[config.mk]
export PLATFORM = sky130hd
export DESIGN_NAME = led_flash_array
export DESIGN_NICKNAME = d
export VERILOG_FILES = /design/src/rtl/led_flash_pkg.sv /design/src/rtl/led_tick_gen.sv /design/src/rtl/led_flash_array.sv
export SDC_FILE = /design/constraint.sdc
export NUM_CORES = 1
export LEC_CHECK = 0
export ABC_CLOCK_PERIOD_IN_PS = 15500
export CORE_MARGIN = 10
export CORE_UTILIZATION = 60
export CTS_CLUSTER_SIZE = 28
export DETAILED_ROUTE_END_ITERATION = 10
export PLACE_DENSITY = 0.91
export RECOVER_POWER = 50
export SLEW_MARGIN = 40
export SYNTH_ARGS = -nofsm -noshare
export SYNTH_HDL_FRONTEND = slang
export SYNTH_SLANG_ARGS = --single-unit
[constraint.sdc]
create_clock -name CLK -period 15.5 [get_ports CLK]
set_clock_uncertainty 0.1 [all_clocks]
set_input_delay 4.65 -clock CLK [delete_from_list [all_inputs] [get_ports CLK]]
set_output_delay 4.65 -clock CLK [all_outputs]
set_load 0.005 [all_outputs]
[src/rtl/led_flash_pkg.sv]
// Shared definitions for the LED flasher: config mode encodings, channel
// states, the default prescale, and the mode-to-state mapping.
package led_flash_pkg;

    localparam logic [1:0] MODE_OFF   = 2'b00;
    localparam logic [1:0] MODE_ON    = 2'b01;
    localparam logic [1:0] MODE_BLINK = 2'b10;
    localparam logic [1:0] MODE_BURST = 2'b11;

    localparam int PRESCALE_DEFAULT = 50000;

    typedef enum logic [1:0] {
        S_OFF   = 2'b00,
        S_ON    = 2'b01,
        S_BLINK = 2'b10,
        S_BURST = 2'b11
    } ch_state_t;

    function automatic ch_state_t mode_to_state(input logic [1:0] mode);
        ch_state_t st;
        case (mode)
            MODE_ON:    st = S_ON;
            MODE_BLINK: st = S_BLINK;
            MODE_BURST: st = S_BURST;
            default:    st = S_OFF;
        endcase
        return st;
    endfunction

endpackage

[src/rtl/led_tick_gen.sv]
// Free-running prescaler producing a one-cycle time-base tick every PRESCALE
// clocks; sync_clr_i restarts the count (phase-sync builds only).
module led_tick_gen
    import led_flash_pkg::*;
#(
    parameter int PRESCALE = PRESCALE_DEFAULT
) (
    input  logic clk_i,
    input  logic rst_i,
    input  logic sync_clr_i,
    output logic tick_o
);

    localparam int CNT_W = (PRESCALE > 1) ? $clog2(PRESCALE) : 1;
    localparam logic [CNT_W-1:0] LAST = CNT_W'(PRESCALE - 1);

    logic [CNT_W-1:0] cnt_q;
    logic [CNT_W-1:0] cnt_d;

    // Next count: clear on sync, wrap at LAST, otherwise advance.
    always_comb begin
        cnt_d = cnt_q;
        if (sync_clr_i) begin
            cnt_d = '0;
        end else if (cnt_q >= LAST) begin
            cnt_d = '0;
        end else begin
            cnt_d = cnt_q + CNT_W'(1);
        end
    end

    // Count register.
    always_ff @(posedge clk_i or posedge rst_i) begin
        if (rst_i) begin
            cnt_q <= '0;
        end else begin
            cnt_q <= cnt_d;
        end
    end

    assign tick_o = (cnt_q == LAST);

endmodule

[src/rtl/led_flash_array.sv]
// Multi-channel LED flasher (OFF/ON/BLINK/BURST per channel) on a shared tick.
// Optional macro LED_PHASE_SYNC_EN adds SYNC_In to realign prescaler and phases.
module led_flash_array
    import led_flash_pkg::*;
#(
    parameter  int CH_NUM   = 4,
    parameter  int PER_W    = 16,
    parameter  int BURST_W  = 8,
    parameter  int PRESCALE = PRESCALE_DEFAULT,
    localparam int CH_W     = (CH_NUM > 1) ? $clog2(CH_NUM) : 1
) (
    input  logic               CLK,
    input  logic               RST,
`ifdef LED_PHASE_SYNC_EN
    input  logic               SYNC_In,
`endif
    input  logic               CFG_We,
    input  logic [CH_W-1:0]    CFG_Ch,
    input  logic [1:0]         CFG_Mode,
    input  logic [PER_W-1:0]   CFG_Period,
    input  logic [PER_W-1:0]   CFG_Duty,
    input  logic [BURST_W-1:0] CFG_Burst,
    output logic [CH_NUM-1:0]  LED_Out,
    output logic [CH_NUM-1:0]  Busy_Out,
    output logic [CH_NUM-1:0]  Done_Out
);

    logic tick_s;
    logic sync_s;
    logic wr_ok_s;

`ifdef LED_PHASE_SYNC_EN
    assign sync_s = SYNC_In;
`else
    assign sync_s = 1'b0;
`endif

    assign wr_ok_s = CFG_We && (int'(CFG_Ch) < CH_NUM);

    led_tick_gen #(.PRESCALE(PRESCALE)) u_tick (
        .clk_i      (CLK),
        .rst_i      (RST),
        .sync_clr_i (sync_s),
        .tick_o     (tick_s)
    );

    for (genvar i = 0; i < CH_NUM; i++) begin : g_ch
        ch_state_t          state_q, state_d;
        logic [PER_W-1:0]   period_q, period_d;
        logic [PER_W-1:0]   duty_q, duty_d;
        logic [PER_W-1:0]   phase_q, phase_d;
        logic [PER_W-1:0]   last_s;
        logic [BURST_W-1:0] remain_q, remain_d;
        logic               led_q, led_d;
        logic               busy_q, busy_d;
        logic               done_q, done_d;
        logic               wr_s;
        logic               run_s;

        assign wr_s   = wr_ok_s && (CFG_Ch == CH_W'(i));
        assign run_s  = (state_q == S_BLINK) || (state_q == S_BURST);
        // A period of 0 behaves as 1, so the last phase is 0 either way.
        assign last_s = (period_q == '0) ? '0 : (period_q - PER_W'(1));

        // Next state: a write beats sync, sync beats tick.
        always_comb begin
            state_d  = state_q;
            period_d = period_q;
            duty_d   = duty_q;
            phase_d  = phase_q;
            remain_d = remain_q;
            done_d   = 1'b0;
            if (wr_s) begin
                period_d = CFG_Period;
                duty_d   = CFG_Duty;
                phase_d  = '0;
                remain_d = CFG_Burst;
                if ((CFG_Mode == MODE_BURST) && (CFG_Burst == '0)) begin
                    state_d = S_OFF;
                    done_d  = 1'b1;
                end else begin
                    state_d = mode_to_state(CFG_Mode);
                end
            end else if (run_s && sync_s) begin
                phase_d = '0;
            end else if (run_s && tick_s) begin
                if (phase_q >= last_s) begin
                    phase_d = '0;
                    if (state_q == S_BURST) begin
                        if (remain_q <= BURST_W'(1)) begin
                            state_d  = S_OFF;
                            remain_d = '0;
                            done_d   = 1'b1;
                        end else begin
                            remain_d = remain_q - BURST_W'(1);
                        end
                    end else begin
                        remain_d = remain_q;
                    end
                end else begin
                    phase_d = phase_q + PER_W'(1);
                end
            end else begin
                phase_d = phase_q;
            end

            case (state_d)
                S_ON:             led_d = 1'b1;
                S_BLINK, S_BURST: led_d = (phase_d < duty_d);
                default:          led_d = 1'b0;
            endcase
            busy_d = (state_d == S_BURST);
        end

        // Channel registers; outputs are taken from next-state values so they
        // all change on the same edge as the state.
        always_ff @(posedge CLK or posedge RST) begin
            if (RST) begin
                state_q  <= S_OFF;
                period_q <= '0;
                duty_q   <= '0;
                phase_q  <= '0;
                remain_q <= '0;
                led_q    <= 1'b0;
                busy_q   <= 1'b0;
                done_q   <= 1'b0;
            end else begin
                state_q  <= state_d;
                period_q <= period_d;
                duty_q   <= duty_d;
                phase_q  <= phase_d;
                remain_q <= remain_d;
                led_q    <= led_d;
                busy_q   <= busy_d;
                done_q   <= done_d;
            end
        end

        assign LED_Out[i]  = led_q;
        assign Busy_Out[i] = busy_q;
        assign Done_Out[i] = done_q;
    end

endmodule

== Word-level counts from Yosys, hierarchy flattened ==
Index checks and enable logic that the tools add are counted.
Cells by class
  add/subtract/negate cells: 13
  magnitude comparators: 13
  eq/ne operators: 27
  mux-type cells: 88
  reductions and logical operators: 39
Operators by type and width (count)
  2-to-1 mux 16 bit: 21
  2-to-1 mux 8 bit: 20
  adder 16 x 1 -> 16 bit, second input constant: 5
  greater-or-equal comparator 16 bit: 4
  zero test 16 bit: 4
  less-than comparator 16 bit: 4
  subtractor 16 x 1 -> 16 bit, second input constant: 4
  2-to-1 mux 2 bit: 21
  == test 2 bit, second input constant: 20
  less-or-equal comparator 8 x 1 -> 1 bit, second input constant: 4
  subtractor 8 x 1 -> 8 bit, second input constant: 4
  nonzero test 2 bit: 12
  2-to-1 mux 1 bit: 21
  == test 16 bit, second input constant: 1
  greater-or-equal comparator 16 bit, second input constant: 1
  == test 2 x 1 -> 1 bit, second input constant: 6
  AND reduction 3 bit: 4
  logical AND 1 bit: 9
  zero test 8 bit: 1
  case mux 1 bit (2 select lines): 4
  OR reduction 2 bit: 4
  case mux 2 bit (3 select lines): 1
  logical OR 1 bit: 4
  zero test 2 bit: 1
Storage, ports and cells
  register bits after elaboration: 260

== Logic depth before layout (Yosys ltp) ==
  depth after elaboration: 9
  gate-level depth with buffers: 24

== Cells and area by module ==
From an unflattened synthesis, not the netlist that was laid out.
Second synthesis, totals
  cell total of the unflattened synthesis: 1782
  area total of the unflattened synthesis: 15861.5 µm²
Modules (own cells, without submodules)
  led_flash_array: instances 1, cells each 1698, area an instance 15050.7 µm², sequential area each 6105.9 µm²
  led_tick_gen: instances 1, cells each 84, area an instance 810.8 µm², sequential area each 400.4 µm²

== Least setup slack after synthesis ==
OpenSTA, ideal clock, no wires.
  path kind: input to register
  from: input CFG_Ch[1]
  to: register g_ch[1].led_q
  setup time: 0.125 ns
  arrival time: 7.280 ns
  required time: 15.275 ns
  setup slack: 7.995 ns
  stages: 13
  path through: nand3b_1 -> clkbuf_1 -> buf_1 -> clkbuf_1 -> mux2i_1 -> ha_1 -> a21oi_1 -> o21ai_0 -> o21ai_0 -> inv_1 -> nand3_1 -> o311a_1 -> mux2_2
Between the ends
  word-level cells in the longest chain between the ends: 6
RTL lines
  start, declared: RTL line led_flash_array.sv:18  | input logic [CH_W-1:0] CFG_Ch,
  == test 2 x 1 -> 1 bit (*): RTL line led_flash_array.sv:60  | assign wr_s = wr_ok_s && (CFG_Ch == CH_W'(i));
  logical AND 1 bit (*): RTL line led_flash_array.sv:60
  branches (longest 3 deep; another with less-than comparator 16 bit)
  case mux 1 bit (2 select lines) (*): RTL line led_flash_array.sv:107  | case (state_d)
  via g_ch[1].led_d: RTL line led_flash_array.sv:54  | logic led_q, led_d;
  end signal, assigned: RTL line led_flash_array.sv:133  | led_q <= led_d;
  end, declared: RTL line led_flash_array.sv:54
Mark *: on every way through the listed nets, which the timed path passes.
A chain may end at the register's enable or synchronous reset.

== Final worst setup path ==
  from: input CFG_Ch[1]
  to: register g_ch[1].led_q
RTL lines
  == test 2 x 1 -> 1 bit: RTL line led_flash_array.sv:60
  logical AND 1 bit: RTL line led_flash_array.sv:60
  2-to-1 mux 16 bit: RTL line led_flash_array.sv:73  | if (wr_s) begin
  via g_ch[1].phase_d[9]: RTL line led_flash_array.sv:51  | logic [PER_W-1:0] phase_q, phase_d;
  less-than comparator 16 bit: RTL line led_flash_array.sv:109  | S_BLINK, S_BURST: led_d = (phase_d < duty_d);
  case mux 1 bit (2 select lines): RTL line led_flash_array.sv:107
  via g_ch[1].led_d: RTL line led_flash_array.sv:54
The timed path passes the listed nets, and every way through them passes these cells.

==> results.md <==
* Synth async-reset ratio at 100.0%
* Fin. Hold Viols at 0
* Syn-to-layout area delta at 11.13%
* Routed len/inst at ~21 um
* GPL Wtd Cong at 0.9460
* Starting Density at between 60% and 70%
* Pwr Density at 108.0 mW/mm^2
* Layout net count at a little under 2000
* Number of nets still failing antenna checks after routing at 0
* Max-Cap Viols at 8
* Commonest non-fill, non-tap cells in the layout: nand2_1, dfrtp_1, nor2_1
* Combinational share of power at 19.2%
* Peak VDD IR at between 100 and 150 uV
* Starting DRT DRC Count at 1541
* Clock power share at between 30% and 40%
* Pre-antenna DRT Iters at 8
* Crit Path Class: in2reg
* Data arrival time of the worst path at 10.29 ns
* Fillers at 1892
* Num CTS Buffers at 28
* Cell Area, Synth at 0.01591 mm^2
* Vias per inst at 6.351
* Status: finished, violations left
* Period utilization at 63.86%
* Die height at 182.9 um
* Setup ws final at 5.601 ns
* Place WS at 6.909 ns
* Vias in the first global route at about 13000
* Setup_tns at 0 ns
* Seq pwr share at 43.3%
* Ant diodes at 0
* Min Hold Slack at approximately 0.36 ns
* CTS Root Cell: clkbuf_16
* Initial antenna violation count at 0
* Sw Ratio at 30.05%
* Tot GR Track Use at 26.56%
* Global route total overflow at 0
* Lkg Pwr at roughly 0.0087 uW
* Synth Register Bits at 260
* Vias after detailed routing at 13580
* Layout cells sized above 1 at 5.435%
* Final HPWL DP at 31.08 mm
* Clock Latency Late Sink at ~0.57 ns
* Failing checks: max-capacitance violations, max-slew violations
* Post-CTS Setup Bufs at 0
* H-Tree Level Count at 1
* CP endpoint kind: register
* I/O pins at 59
* Full die area at 0.03344 mm^2
* Post-synth EDFFs at 0
* Req. time, crit path at 15.89 ns
* Worst hold stages at 1
* Sequential area share after synthesis at 40.89%
* DRC at 0
* Largest net degree at the start of global routing at 123
* FP Rows at 59
* Reg2reg path depth at 18
* Post-Syn Instances at between 1500 and 2000
* CTS Buffer Depth at 3
* DRT Wirelength at 45.11 mm
* End-of-flow core utilization at about 68%
* Clock transition at the registers of the reported paths at approximately 0.060 ns
* FMAX at 0.1010 GHz
* CTS tree: done
* Final max-slew violation count at 410
* Mapped Nets at 1936
* Die Span X at approximately 180 um
* CP Launch Type: primary input
* Final setup fails at 0
* Int Power at 1335 uW
* Post-CTS sizing at 0
* Worst Tran Pin Value at 5.252 ns
* Worst Hold Class: reg2reg
* Cell variety after synth at 76
* Syn Area/Cell at about 9 um^2
* Synthesis warning total at 0
* Total Power at 1909 uW
* Hold Buf Count CTS at 0
* CP Max Fanout at 55
* Slew headroom at -252.1%
* Clk sinks at 260
* Switching Power at 573.7 uW
* Synth Flop Type: dfrtp_1
* Most common cell after layout, fill and taps aside: nand2_1
* PortBufs at 58
* RSZ-0062 raised after global routing: no
* Core Region at between 0.02 and 0.03 mm^2
* First-pass GRT wire length at about 70 mm
* Min cycle time layout at 9.899 ns
-- cells in the mapped netlist (23+ instances only) --
| master | number | area (um^2) |
|---|---|---|
| nand2_1 | 298 | 1119 |
| dfrtp_1 | 260 | 6506 |
| nor2_1 | 171 | 641.9 |
| ha_1 | 145 | 1814 |
| inv_1 | 106 | 397.9 |
| a21oi_1 | 76 | 380.4 |
| mux2i_1 | 72 | 720.7 |
| xor2_1 | 60 | 525.5 |
| o21ai_0 | 57 | 285.3 |
| xnor2_1 | 46 | 402.9 |
| nand3_1 | 43 | 215.2 |
| nor3_1 | 34 | 170.2 |
| clkbuf_1 | 31 | 116.4 |
| nand4_1 | 30 | 187.7 |
| and3_1 | 23 | 143.9 |
-- power by group through the flow --
stage	logic, uW	clock network, uW	registers [uW]
CTS	361	718	823
global route	411	747	835
global placement	331	0	827
detailed placement	352	0	832
finish	367	716	826
floorplan	253	0	812
-- per-layer routing --
| metal | vias up | global-route usage (%) | part of all wire [%] |
|---|---|---|---|
| met3 | 192 | 6.260 | 11 |
| met2 | 774 | 41.50 | 44 |
| li1 | 6111 | - | - |
| met1 | 6502 | 34.33 | 39 |
| met5 | - | 0 | 0 |
| met4 | 0 | 12.52 | 5.7 |
-- critical path, cell delays in order --
cell and delay, ns:
dlygate4sd3_1 0.67, nand3b_1 0.14, clkbuf_1 2.12, o21ai_2 0.80, nor2_1 0.37, ha_1 0.30
a21o_1 0.17, a21o_1 0.19, a21oi_1 0.15, nor2_1 0.05, a211oi_1 0.27, o311a_1 0.22
mux2_2 0.14
-- path summary, 6_finish.rpt --
check,from,end,slack [ns]
worst max-delay path,CFG_Ch[1],g_ch[1].led_q$_DFF_PP0_,5.60
worst min-delay path,u_tick.cnt_q[0]$_DFF_PP0_,u_tick.cnt_q[0]$_DFF_PP0_,0.36
worst max register to register,g_ch[2].period_q[5]$_DFFE_PP0P_,g_ch[2].led_q$_DFF_PP0_,9.23
worst min register to register,u_tick.cnt_q[0]$_DFF_PP0_,u_tick.cnt_q[0]$_DFF_PP0_,0.36
max in group asynchronous,RST,g_ch[3].duty_q[8]$_DFF_PP0_,6.31
min in group asynchronous,RST,g_ch[2].remain_q[7]$_DFFE_PP0P_,6.04
-- state kept, by name (all words and copies together) (netlist names) --
| register | count |
|---|---|
| g_ch.state_q | 8 |
| g_ch.busy_q | 4 |
| g_ch.done_q | 4 |
| g_ch.led_q | 4 |
| g_ch.remain_q | 32 |
| u_tick.cnt_q | 16 |
| g_ch.period_q | 64 |
| g_ch.duty_q | 64 |
| g_ch.phase_q | 64 |
-- metrics by stage --
step           std cells  cell area [um^2]
2_1_floorplan       1744             15910
3_3_place_gp        2087             16710
3_5_place_dp        2087             16730
4_1_cts             2138             17720
5_1_grt             2138             17680
6_report            2138             17680
-- cells by family after synthesis --
group                    count (synthesis)  synth area share, %
buffers and inverters                  168                4.395
multiplexers                            91                5.874
AND/OR/NAND/NOR                        739                22.32
AO/OA/AOI/OAI                          235                9.286
adder cells (fa/ha/maj)                145                11.40
XOR/XNOR                               106                5.834
flip-flops                             260                40.89
-- area by class of cell --
| cell class | count | area [um^2] | area share [%] |
|---|---|---|---|
| Clock inverter | 13 | 191.4 | 1.083 |
| Sequential cell | 260 | 6506 | 36.79 |
| Inverter | 106 | 399.1 | 2.257 |
| Timing Repair Buffer | 70 | 648.1 | 3.665 |
| Tap cell | 335 | 419.2 | 2.370 |
| Clock buffer | 38 | 798.3 | 4.514 |
| Multi-Input combinational cell | 1316 | 8721 | 49.32 |
(Power assumes the default switching activity.)
